===== config.mk =====
export PLATFORM = sky130hd
export DESIGN_NAME = boot_controller
export DESIGN_NICKNAME = d
export VERILOG_FILES = /design/src/rtl/boot_pkg.sv /design/src/rtl/cycle_counter.sv /design/src/rtl/boot_controller.sv
export SDC_FILE = /design/constraint.sdc
export NUM_CORES = 1
export LEC_CHECK = 0
export ABC_CLOCK_PERIOD_IN_PS = 2360
export CORE_MARGIN = 2
export CORE_UTILIZATION = 40
export DETAILED_ROUTE_END_ITERATION = 10
export PLACE_DENSITY = 0.85
export SETUP_SLACK_MARGIN = 0.05
export SLEW_MARGIN = 5
export SYNTH_ARGS = -nofsm -noshare
export SYNTH_HDL_FRONTEND = slang
export SYNTH_SLANG_ARGS = --single-unit

===== constraint.sdc =====
create_clock -name clk -period 2.36 [get_ports clk]
set_clock_uncertainty 0.05 [all_clocks]
set_input_delay 0.472 -clock clk [delete_from_list [all_inputs] [get_ports clk]]
set_output_delay 0.472 -clock clk [all_outputs]
set_load 0.005 [all_outputs]

===== src/rtl/boot_pkg.sv =====
// boot_pkg: shared state encoding and default sizing for the boot controller.
package boot_pkg;
   typedef enum logic [2:0] {IDLE, LOAD, HOLD, RUN, ERR} state_t;
   localparam int DEPTH_WORDS_DEF = 64;
   localparam int HOLD_CYCLES_DEF = 4;
endpackage


===== src/rtl/cycle_counter.sv =====
// cycle_counter: clearable, enabled up-counter with terminal count at N-1.
module cycle_counter #(
   parameter int N = 4
) (
   input  logic clk,
   input  logic clr,
   input  logic en,
   output logic tc
);
   localparam int W = $clog2(N + 1);
   logic [W-1:0] cnt;
   always_ff @(posedge clk) begin
      if (clr) cnt <= '0;
      else if (en) cnt <= cnt + 1'b1;
   end
   assign tc = cnt == W'(N - 1);
endmodule


===== src/rtl/boot_controller.sv =====
// boot_controller: streams a program into instruction memory, then releases the CPU reset.
module boot_controller import boot_pkg::*; #(
   parameter int DEPTH_WORDS = DEPTH_WORDS_DEF,
   parameter int HOLD_CYCLES = HOLD_CYCLES_DEF
) (
   input  logic                          clk,
   input  logic                          rst,
   input  logic                          start,
   input  logic                          load_valid,
   input  logic [31:0]                   load_data,
   input  logic                          load_last,
   output logic                          load_ready,
   output logic                          initialize,
   output logic [31:0]                   instruction_initialize_data,
   output logic [31:0]                   instruction_initialize_address,
   output logic                          cpu_rst,
   output logic                          busy,
   output logic                          error,
   output logic [$clog2(DEPTH_WORDS):0]  word_count
);
   localparam int CW = $clog2(DEPTH_WORDS) + 1;
   state_t state, state_n;
   logic accept, full, write, start_load, hold_done, init_q;
   assign load_ready = state == LOAD;
   assign busy       = state == LOAD || state == HOLD;
   assign accept     = load_valid && load_ready;
   assign full       = word_count == CW'(DEPTH_WORDS);
   assign write      = accept && !full;
   assign start_load = state != LOAD && state_n == LOAD;
   // A strobe registered just before reset must not reach memory during the reset cycle
   assign initialize = init_q && !rst;
   cycle_counter #(.N(HOLD_CYCLES)) u_hold (
      .clk(clk),
      .clr(rst || state != HOLD),
      .en (state == HOLD),
      .tc (hold_done)
   );
   always_comb begin
      state_n = state;
      case (state)
         IDLE, RUN, ERR: state_n = start ? LOAD : state;
         LOAD:           state_n = !accept ? LOAD : full ? ERR : load_last ? HOLD : LOAD;
         HOLD:           state_n = hold_done ? RUN : HOLD;
         default:        state_n = IDLE;
      endcase
   end
   always_ff @(posedge clk) begin
      if (rst) begin
         state                          <= IDLE;
         cpu_rst                        <= 1'b1;
         init_q                         <= 1'b0;
         error                          <= 1'b0;
         word_count                     <= '0;
         instruction_initialize_data    <= '0;
         instruction_initialize_address <= '0;
      end else begin
         state   <= state_n;
         cpu_rst <= state_n != RUN;
         init_q  <= write;
         if (start_load) begin
            word_count <= '0;
            error      <= 1'b0;
         end
         if (write) begin
            word_count                     <= word_count + 1'b1;
            instruction_initialize_data    <= load_data;
            instruction_initialize_address <= 32'({word_count, 2'b00});
         end
         if (accept && full) error <= 1'b1;
      end
   end
endmodule


; After elaboration in Yosys (flattened, before gate mapping)
; Cells that the tools add are included.
[word_totals]
reg_bits = 55
input_bits = 37
output_inout_bits = 76
elab_cells = 43
[classes]
add_sub_neg = 2
eq_ne = 10
mux = 10
reduce_logical = 13
[op_table]
columns = cell, n
row1 = two-way mux 7 bit, 2
row2 = "== test 3 x 2 -> 1 bit, second input constant", 3
row3 = two-way mux 3 bit, 3
row4 = case mux 3 bit (3 select lines), 1
row5 = "adder 7 x 1 -> 7 bit, second input constant", 1
row6 = "== test 7 bit, second input constant", 1
row7 = "== test 3 x 1 -> 1 bit, second input constant", 2
row8 = "!= test 3 x 2 -> 1 bit, second input constant", 2
row9 = logical AND 1 bit, 5
row10 = nonzero test 2 bit, 2
row11 = "adder 3 x 1 -> 3 bit, second input constant", 1
row12 = "== test 3 bit, second input constant", 1
row13 = zero test 3 bit, 1
row14 = two-way mux 1 bit, 3
row15 = "!= test 3 x 1 -> 1 bit, second input constant", 1
row16 = OR reduction 3 bit, 1
row17 = zero test 1 bit, 2
row18 = logical OR 1 bit, 2
row19 = two-way mux 2 bit, 1

; Longest topological paths before layout
; Gate-level depths: netlist of the first run.
[depth]
depth_word = 8
ltp_mapped = 8
mapped_depth_nobuf = 6

; Modules after synthesis
; A second synthesis of the first run with hierarchy kept.
[unflattened]
cells_unflattened = 279
area_unflattened_um2 = 2349.8
[modules_own_cells]
columns = module, n_inst, cells_each, area_each_um2, seq_area_each_um2
row1 = boot_controller, 1, 267, 2223.4, 1041.0
row2 = cycle_counter, 1, 12, 126.4, 60.1

; Worst setup path before layout of the first run
; No wires, ideal clock.
[synth_timing]
kind = reg-to-reg
start = reg word_count[2]
end = reg instruction_initialize_address[2]
setup_time_ns = 0.132
t_arrival_ns = 1.545
t_required_ns = 2.178
path_slack_ns = 0.632
path_stages_with_launch = 8
path_buffers = 3
synth_period_minus_slack_ns = 1.728
cell_sequence = dfxtp_1 -> buf_6 -> or4_4 -> o21a_1 -> buf_6 -> buf_2 -> nand2_1 -> a21oi_1
[synth_via]
elab_chain_len = 3
[synth_rtl]
columns = item, line_no
row1 = "start, declared", boot_controller.sv:19  ; output logic [$clog2(DEPTH_WORDS):0] word_count
row2 = "start signal, assigned", boot_controller.sv:65  ; word_count <= word_count + 1'b1;
row3 = == test 7 bit, boot_controller.sv:27  ; assign full = word_count == CW'(DEPTH_WORDS);
row4 = zero test 1 bit, boot_controller.sv:28  ; assign write = accept && !full;
row5 = logical AND 1 bit, boot_controller.sv:28
row6 = "end signal, assigned", boot_controller.sv:67  ; instruction_initialize_address <= 32'({word_count, 2'b00});
row7 = "end, declared", boot_controller.sv:15  ; output logic [31:0] instruction_initialize_address,
; No other way between the ends.
; A chain may end at the register's enable or synchronous reset.

; Final worst setup path of the first run
[layout_timing]
start = reg state[0]
end = out load_ready
[layout_via]
elab_chain_len = 1
[layout_rtl]
columns = item, line_no
row1 = "start, declared", boot_controller.sv:22  ; state_t state, state_n;
row2 = "start signal, assigned", boot_controller.sv:57  ; state <= state_n;
row3 = == test 3 x 1 -> 1 bit, boot_controller.sv:24  ; assign load_ready = state == LOAD;
row4 = "end, declared", boot_controller.sv:12  ; output logic load_ready,
; No other way between the ends.

==> results of run 1 <==
[layout make-up]
class | count | area (um^2) | area share, %
clock buffers | 6 | 82.6 | 2.54
flip-flops and latches | 55 | 1100 | 33.9
well taps | 72 | 90.1 | 2.77
clock inverters | 2 | 35.0 | 1.08
repair buffers | 94 | 918 | 28.3
multi-input cells | 206 | 1000 | 30.9
inverters | 5 | 18.8 | 0.577
[cells by family (layout without fill, tap and decap cells)]
kind of cell | Yosys count | count (layout)
other cells | 1 | 25
compound gates | 51 | 51
flops | 55 | 55
buf+inv | 47 | 107
simple gates | 123 | 123
xor+xnor | 3 | 3
fa+ha+maj | 4 | 4
[stage by stage]
stage               utilization [%]  power (uW)  std cells  instance area, um^2
global placement               56.2        1260        432                 3130
finish                         58.3        1870        440                 3250
CTS                            58.3        1900        440                 3250
detailed placement             56.2        1260        432                 3130
global route                   58.3        1960        440                 3250
floorplan                         -        1150        308                 2420
[sequential cells by signal, summed over array words and instances (netlist names)]
signal	cells
cpu_rst	1
error	1
init_q	1
instruction_initialize_address	7
instruction_initialize_data	32
state	3
u_hold.cnt	3
word_count	7
[power by group through the flow]
stage	Combinational (uW)	Sequential (uW)	Clock, uW
global placement	258	1000	0
CTS	263	980	657
detailed placement	261	1000	0
global route	291	984	686
finish	260	980	627
floorplan	150	998	0
[worst max path at each step]
stage,endpoint,slack [ps],depth (start not counted),from
after floorplan,instruction_initialize_address[2],630,7,word_count[2]
after global placement,instruction_initialize_address[8],300,6,load_valid
after detailed placement,instruction_initialize_address[8],240,6,load_valid
after CTS,load_ready,200,2,state[0]
after global routing,load_ready,70,2,state[0]
final,load_ready,220,2,state[0]
[placed cells by master, fill, tap and decap left out, types with 3 or more instances in the layout]
cell type         n
clkdlybuf4s50_1  86
nand3b_1          3
a21oi_1          40
buf_4             7
nand2_1          81
nor2_1           12
a31oi_1           3
conb_1           25
nand3_1           9
nand2b_1          3
clkbuf_8          6
ha_1              4
dfxtp_1          55
inv_1             5
a22oi_1           3
[layer usage]
metal	part of all wire [%]	track usage (%)	vias to the layer above
li1	-	-	1042
met1	40	18.5	954
met2	51	30.8	72
met3	8.0	5.96	2
met4	0.43	4.07	0
met5	0	0	-
==> summary.md, run 1 <==
| Metric | Value |
|---|---|
| Detailed Route Iter0 Violations | 64 |
| Die H | 80.4 um |
| Final Slew Violations | 0 |
| Hold Violations, Final | 0 |
| Most common cell in the synthesized netlist | nand2_1 |
| Hold WS | ~380 ps |
| Placer Congestion | about 0.8 |
| Filler cells | 524 |
| XOR/XNOR Fraction of Synth Area | 1.13% |
| Logic pwr share | 13.9% |
| Largest net degree at the start of global routing | 50 |
| H-tree depth | 2 |
| Setup Buffers After CTS | 0 |
| Mux cell area share after synthesis | 0% |
| Sequential-to-total area share from yosys stat | 47.2% |
| Int Power | about 1400 uW |
| Worst Path Max Fanout | 8 |
| F_max | 0.466 GHz |
| Via density | 4.70 |
| R2r worst-path depth | 5 |
| Crit path largest cell delay | 560 ps |
| Final min period | ~2100 ps |
| Buf/Inv on CP | 1 |
| CTS Root Cell | clkbuf_8 |
| Simple-gate area share of the yosys netlist | a little under a quarter |
| Synth Flop Type | dfxtp_1 |
| Netlist cell types | 33 |
| WL per Instance | 12.0 um |
| Antenna violations before repair | 0 |
| Worst Hold Endpoint | u_hold.cnt[0] |
| Count of final setup violators | 0 |
| Drt drc | 0 |
| Hold_sp | u_hold.cnt[0] |
| Switching power | between 400 and 500 uW |
| Worst Setup Slack, final | 216 ps |
| Hold WC Path Type | reg2reg |
| # diodes | 0 |
| IO Pins | between 100 and 150 |
| Largest family of logic cells by synthesized area | simple AND/OR/NAND/NOR gates |
| Crit path required time | 1840 ps |
| Placement Rows | 27 |
| Clock Power Share | about a third |
| CP Capture Type | output port |
| Top cells by area, synth | dfxtp_1 (47%), nand2_1 (13%), a21oi_1 (8.6%) |
| Hold_buf cts | 0 |
| P&R area growth vs syn | 39.3% |
| GRT overflow | 0 |
| Worst R2R End | instruction_initialize_data[11] |
| Cell family with most CP delay | buffers and inverters |
| WHS Path Cells | 1 |
| Post-CTS Resized | 0 |
| RSZ-0062 raised after global routing | no |
| Sequential Power Share | 52.5% |
| Vias | approximately 2100 |
| 1st-pass router iterations | 4 |
| Static leakage | 0.00120 uW |
| Syn_area_per_cell | 8.22 um^2 |
| Power Density | 574 mW/mm^2 |
| Synth Area in Adders | ~2.1% |
| Post-Place Worst Slack | 237 ps |
| Mapped Cells | 284 |
| Switching share of power | 22.5% |
| Post-synth EDFFs | 0 |
| Drt total wl | roughly 5300 um |
| First-pass GRT wire length | 8690 um |
| Later-pin clock latency in the skew report | 290 ps |
| Crit start category | flip-flop |
| Share of cells above drive strength 1 | 5.43% |
| Slew margin rel. | 63.5% |
| GRT Util Overall | 16.9% |
| Cell taking the most area after synthesis | dfxtp_1 |
| Seq cells post-synth | 55 |
| DIE WIDTH | 80.4 um |
| Setup TNS Final | 0 ps |
| CTS tree | yes |
| Post-synthesis compound-gate area fraction | 12.4% |
| Fin crit share | about nine tenths |
| Fin nets | 408 |
| TritonCTS Buffers | 5 |
| Worst-path cell with the longest stage delay | clkdlybuf4s50_1 |
| R2R Path Start | word_count[2] |
| Clock-pin slew on the worst setup and hold paths | about 90 ps |
| Status | completed |
| Peak supply drop | 0.000446 V |
| Slew @ Worst Pin | about 540 ps |
| Asr flop ratio synth | 0% |
| Max Cap Viol | 0 |
| Vias in the first global route | 1949 |
| Die area | 0.00646 mm^2 |
| WP data arrival | ~1600 ps |
| Clk sinks | between 50 and 60 |
| Post-route ant nets | 0 |
| Synth Cell Area | 0.00233 mm^2 |
| Critical path class | reg2out |
| Starting Density | a little over two fifths |
| R2R setup slack | between 400 and 500 ps |
| Port Buffers | 87 |
| DP Wirelength | 3920 um |
| Commonest cells in the netlist | nand2_1 (81), dfxtp_1 (55), a21oi_1 (40) |
| Crit-path cells | nor3b_1 -> clkdlybuf4s50_1 |
| Yosys top cell area share | 47.2% |
| CTS max path bufs | 2 |
| CORE AREA | roughly 0.0056 mm^2 |
| Syn. warnings | 0 |
(Power assumes the default switching activity.)
==> inputs of run 2 (changes only) <==
--- a/config.mk
+++ b/config.mk
@@ -10,7 +10,7 @@
 export CORE_UTILIZATION = 40
 export DETAILED_ROUTE_END_ITERATION = 10
 export PLACE_DENSITY = 0.85
-export SETUP_SLACK_MARGIN = 0.05
+export SETUP_SLACK_MARGIN = 0.2
 export SLEW_MARGIN = 5
 export SYNTH_ARGS = -nofsm -noshare
 export SYNTH_HDL_FRONTEND = slang
==> summary.md, run 2 (synthesis gave the netlist of run 1 again) <==
| Metric | Value |
|---|---|
| Status | completed |
| H-tree depth | 2 (unchanged) |
| CTS Root Cell | clkbuf_8 |
| Share of cells above drive strength 1 | 5.98% (+0.54 points) |
| Top flop regs | instruction_initialize_data x32, instruction_initialize_address x7, word_count x7 |
| TritonCTS Buffers | 5 (unchanged) |
| Largest net degree at the start of global routing | 50 (unchanged) |
| Hold WC Path Type | reg2reg |
| IO Pins | 113 (unchanged) |
| # diodes | 0 (unchanged) |
| Final Slew Violations | 0 (unchanged) |
| Die area | 0.00646 mm^2 (unchanged) |
| Power Density | 574 mW/mm^2 (about the same) |
| CORE AREA | 0.00557 mm^2 (unchanged) |
| Post-route ant nets | 0 (unchanged) |
| DIE WIDTH | 80.4 um (unchanged) |
| Fin area | 0.00326 mm^2 (+0.19%) |
| Starting Density | 41.9% (unchanged) |
| Top reg by flops | instruction_initialize_data |
| Tot Pwr | 1870 uW (+0.13%) |
| Setup TNS Final | 0 ps (unchanged) |
| Drt total wl | 5340 um (+0.72%) |
| Worst Path Max Fanout | 8 (unchanged) |
| GRT Util Overall | 17.0% (+0.095 points) |
| Fin crit share | 85.1% (-5.8 points) |
| Critical path class | reg2out |
| Fin nets | 408 (unchanged) |
| Die H | 80.4 um (unchanged) |
| Hold_buf cts | 0 (unchanged) |
| Antenna violations before repair | 0 (unchanged) |
| CTS max path bufs | 2 (unchanged) |
| Final min period | 2010 ps (-136 ps) |
| Commonest non-fill, non-tap cells in the layout | clkdlybuf4s50_1 (86), nand2_1 (81), dfxtp_1 (54) |
| Slew @ Worst Pin | 544 ps (+0.251 ps) |
| Crit path required time | 1840 ps (about the same) |
| Most common cell after layout, fill and taps aside | clkdlybuf4s50_1 |
| Hold Violations, Final | 0 (unchanged) |
| Vias in the first global route | 1968 (+0.97%) |
| Detailed Route Iter0 Violations | 66 (+3.1%) |
| Hold WS | 382 ps (+0.125 ps) |
| Crit start category | flip-flop |
| RSZ-0062 raised after global routing | no |
| 1st-pass router iterations | 5 (+1) |
| Static leakage | 0.00120 uW (+0.36%) |
| Port Buffers | 87 (unchanged) |
| Max reg flops | 32 (unchanged) |
| CTS tree | yes |
| Area post-placement | 0.00313 mm^2 (unchanged) |
| Setup Buffers After CTS | 0 (unchanged) |
| F_max | 0.498 GHz (+6.8%) |
| CP Capture Type | output port |
| Placer Congestion | 0.799 (unchanged) |
| GRT overflow | 0 (unchanged) |
| Slew margin rel. | 63.5% (about the same) |
| Clock-pin slew on the worst setup and hold paths | 90 ps (about the same) |
| Peak supply drop | 0.000447 V (about the same) |
| P&R area growth vs syn | 39.6% |
| Max Cap Viol | 0 (unchanged) |
| Drt drc | 0 (unchanged) |
| Filler cells | 524 (unchanged) |
| DP Wirelength | 3920 um (unchanged) |
| WP data arrival | 1490 ps (-130 ps) |
| Count of final setup violators | 0 (unchanged) |
| Later-pin clock latency in the skew report | 290 ps (about the same) |
| First-pass GRT wire length | 8740 um (+0.55%) |
| Vias | 2079 (+0.43%) |
| Via density | 4.73 (+0.43%) |
| Placement Rows | 27 (unchanged) |
| Post-CTS Resized | 1 (+1) |
| WL per Instance | 12.1 um (+0.72%) |
| Clk sinks | 55 (unchanged) |
==> run 2: cell count changes in the layout (fill, tap and decap cells not counted) <==
cell and delta:
nor3b_1 -1, dfxtp_1 -1, nor3b_2 +1, dfxtp_2 +1
==> run 2: final cells by class <==
type | count | area [um^2] | area share [%]
Clock inverter | 2 | 35.0 | 1.08
Tap cell | 72 | 90.1 | 2.77
Timing Repair Buffer | 94 | 918 | 28.2
Inverter | 5 | 18.8 | 0.576
Clock buffer | 6 | 82.6 | 2.54
Sequential cell | 55 | 1100 | 33.8
Multi-Input combinational cell | 206 | 1010 | 31.0
==> run 2: worst max-delay path, stage by stage (launching register included) <==
cell	delay, ps
dfxtp_2	400
nor3b_2	250
clkdlybuf4s50_1	540
==> run 2: layer usage <==
layer	GRT usage (%)	share of wire, %
met2	31.0	51
met1	18.6	40
met3	5.96	8.1
met5	0	0
met4	4.24	0.43
==> run 2: where the power goes <==
group	switching (uW)	internal [uW]	leakage (uW)
Sequential	21.2	960	0.000446
Clock	284	343	0.0000612
Combinational	116	145	0.000694
==> run 2: through the flow <==
step | setup WS (ps) | util (%) | instances
after global placement | 298 | 56.2 | 432
after CTS | 292 | 58.4 | 440
after detailed placement | 237 | 56.2 | 432
after floorplan | 632 | - | 308
final | 352 | 58.4 | 440
after global routing | 232 | 58.4 | 440
==> run 2: final timing paths <==
path	start	to	slack, ps	cells past startpoint
worst max-delay path	state[0]	load_ready	350	2
worst max register to register	word_count[2]	instruction_initialize_data[11]	420	5
worst min register to register	u_hold.cnt[0]	u_hold.cnt[0]	380	1
worst min-delay path	u_hold.cnt[0]	u_hold.cnt[0]	380	1
==> inputs of run 3 (changes only) <==
--- a/config.mk
+++ b/config.mk
@@ -9,7 +9,7 @@
 export CORE_MARGIN = 2
 export CORE_UTILIZATION = 40
 export DETAILED_ROUTE_END_ITERATION = 10
-export PLACE_DENSITY = 0.85
+export PLACE_DENSITY = 0.79
 export SETUP_SLACK_MARGIN = 0.2
 export SLEW_MARGIN = 5
 export SYNTH_ARGS = -nofsm -noshare
==> summary.md, run 3 (synthesis gave the netlist of run 1 again) <==
| Metric | Value |
|---|---|
| Status | completed |
| R2r worst-path depth | 5 (unchanged) |
| Clock-pin slew on the worst setup and hold paths | 90 ps (about the same) |
| Later-pin clock latency in the skew report | 310 ps (+20 ps) |
| Starting Density | 41.9% (unchanged) |
| Peak supply drop | 0.000228 V (-49%) |
| DP Wirelength | 3830 um (-2.1%) |
| GRT Util Overall | 16.2% (-0.75 points) |
| Detailed Route Iter0 Violations | 66 (unchanged) |
| WP data arrival | 1490 ps (about the same) |
| Drt total wl | 5200 um (-2.7%) |
| Drt drc | 0 (unchanged) |
| Placement Rows | 27 (unchanged) |
| Hold WC Path Type | reg2reg |
| 1st-pass router iterations | 4 (-1) |
| Max reg flops | 32 (unchanged) |
| Clock Power Share | 28.7% (-4.9 points) |
| Die area | 0.00646 mm^2 (unchanged) |
| Port Buffers | 87 (unchanged) |
| Logic pwr share | 15.0% (+1.0 points) |
| Worst Hold Endpoint | u_hold.cnt[0] |
| Clk sinks | 55 (unchanged) |
| R2R setup slack | 510 ps (+90 ps) |
| Crit start category | flip-flop |
| Tot Pwr | 1740 uW (-6.8%) |
| Met2 Use GR | 27.3% (-3.7 points) |
| Worst R2R End | instruction_initialize_data[14] |
| Max Cap Viol | 0 (unchanged) |
| Setup Buffers After CTS | 0 (unchanged) |
| Die H | 80.4 um (unchanged) |
| Top reg by flops | instruction_initialize_data |
| Int Power | 1310 uW (-9.2%) |
| Layout Utilization | 58.1% (-0.31 points) |
| Worst Setup Slack, final | 346 ps (-6.16 ps) |
| Most common cell after layout, fill and taps aside | clkdlybuf4s50_1 |
| Post-CTS Resized | 0 (-1) |
| Met1 Resource Use GR | 19.1% (+0.44 points) |
| WHS Path Cells | 1 (unchanged) |
| FF+latch area | 0.00110 mm^2 (unchanged) |
| Levels on crit path | 2 (unchanged) |
| Top flop regs | instruction_initialize_data x32, instruction_initialize_address x7, word_count x7 |
| WL per Instance | 11.8 um (-2.9%) |
| P&R area growth vs syn | 38.8% |
| Count of final setup violators | 0 (unchanged) |
| Slew margin rel. | 62.9% (-0.61 points) |
| Crit path largest cell delay | 550 ps (about the same) |
| Met3 Resource Use GR | 6.85% (+0.90 points) |
| Worst-path cell with the longest stage delay | clkdlybuf4s50_1 |
| Crit-path cells | nor3b_1 -> clkdlybuf4s50_1 |
| CP Capture Type | output port |
| CORE AREA | 0.00557 mm^2 (unchanged) |
| IO Pins | 113 (unchanged) |
| Fin nets | 409 (+0.25%) |
| F_max | 0.497 GHz (-0.31%) |
| Filler cells | 526 (+0.38%) |
| Hold WS | 375 ps (-7.22 ps) |
| Fin crit share | 85.3% (+0.26 points) |
| Area of the multi-input gates | 0.00100 mm^2 (-0.50%) |
| Share of cells above drive strength 1 | 5.69% (-0.29 points) |
| Busiest layer in global routing | met2 |
| CTS Root Cell | clkbuf_8 |
| Buf/Inv on CP | 1 (unchanged) |
| Largest net degree at the start of global routing | 50 (unchanged) |
| # diodes | 0 (unchanged) |
| Post-Place Worst Slack | 305 ps (+68.4 ps) |
| Hold Violations, Final | 0 (unchanged) |
| Slew @ Worst Pin | 553 ps (+9.05 ps) |
| Switching power | 427 uW (+1.3%) |
| Antenna violations before repair | 0 (unchanged) |
| DIE WIDTH | 80.4 um (unchanged) |
| Crit path required time | 1840 ps (about the same) |
| Static leakage | 0.00119 uW (-1.3%) |
| Final Slew Violations | 0 (unchanged) |
| GRT overflow | 0 (unchanged) |
| Setup TNS Final | 0 ps (unchanged) |
| Power Density | 538 mW/mm^2 (-6.3%) |
| H-tree depth | 2 (unchanged) |
| Worst Path Max Fanout | 8 (unchanged) |
| Sequential Power Share | 56.3% (+3.8 points) |
| Via density | 4.66 (-1.3%) |
| RSZ-0062 raised after global routing | no |
| Switching share of power | 24.5% (+2.0 points) |
| CTS tree | yes |
| Vias | 2056 (-1.1%) |
| Post-route ant nets | 0 (unchanged) |
| Hold_sp | u_hold.cnt[0] |
| Critical path class | reg2out |
| Final min period | 2010 ps (+6.16 ps) |
| TritonCTS Buffers | 5 (unchanged) |
| Cell family with most CP delay | buffers and inverters |
| Vias in the first global route | 1817 (-7.7%) |
| First-pass GRT wire length | 8250 um (-5.6%) |
| Hold_buf cts | 0 (unchanged) |
| Commonest non-fill, non-tap cells in the layout | clkdlybuf4s50_1 (86), nand2_1 (81), dfxtp_1 (54) |
| CTS max path bufs | 2 (unchanged) |
| R2R Path Start | word_count[5] |
| Placer Congestion | 0.790 (-1.2%) |
==> run 3: changes by cell type in the layout (fill, tap and decap cells not counted), sizes merged <==
cell / previous run / this run
buf: 8 / 9
bufinv: 1 / 0
clkinvlp: 0 / 1
==> run 3: per-layer routing <==
metal,vias up,wire [um]
li1,1046,-
met2,84,2500
met4,0,46
met3,7,502
met5,-,0
met1,919,2140
==> run 3: power groups by stage <==
stage	registers (uW)	logic, uW	clock network, uW
after global routing	985	292	559
after global placement	1000	262	0
after floorplan	998	150	0
after detailed placement	1000	264	0
final	980	262	500
after CTS	980	266	517
==> run 3: worst max-delay path by stage <==
stage / from / endpoint / slack [ps]
2_1_floorplan: word_count[2] / instruction_initialize_address[2] / 630
3_3_place_gp: load_valid / word_count[2] / 370
3_5_place_dp: load_valid / instruction_initialize_address[8] / 310
4_1_cts: state[0] / load_ready / 250
6_report: state[0] / load_ready / 350
5_1_grt: state[0] / load_ready / 250
==> run 3: per-stage QoR <==
stage	std cells	area (um^2)
global placement	433	3150
floorplan	308	2420
finish	441	3240
global route	441	3240
CTS	441	3240
detailed placement	433	3150
==> run 3: layout make-up <==
| cell class | count | share of cell area [%] |
|---|---|---|
| Sequential cell | 55 | 34.0 |
| Multi-Input combinational cell | 206 | 31.0 |
| Timing Repair Buffer | 95 | 29.0 |
| Tap cell | 72 | 2.78 |
| Clock buffer | 6 | 2.24 |
| Inverter | 5 | 0.579 |
| Clock inverter | 2 | 0.386 |
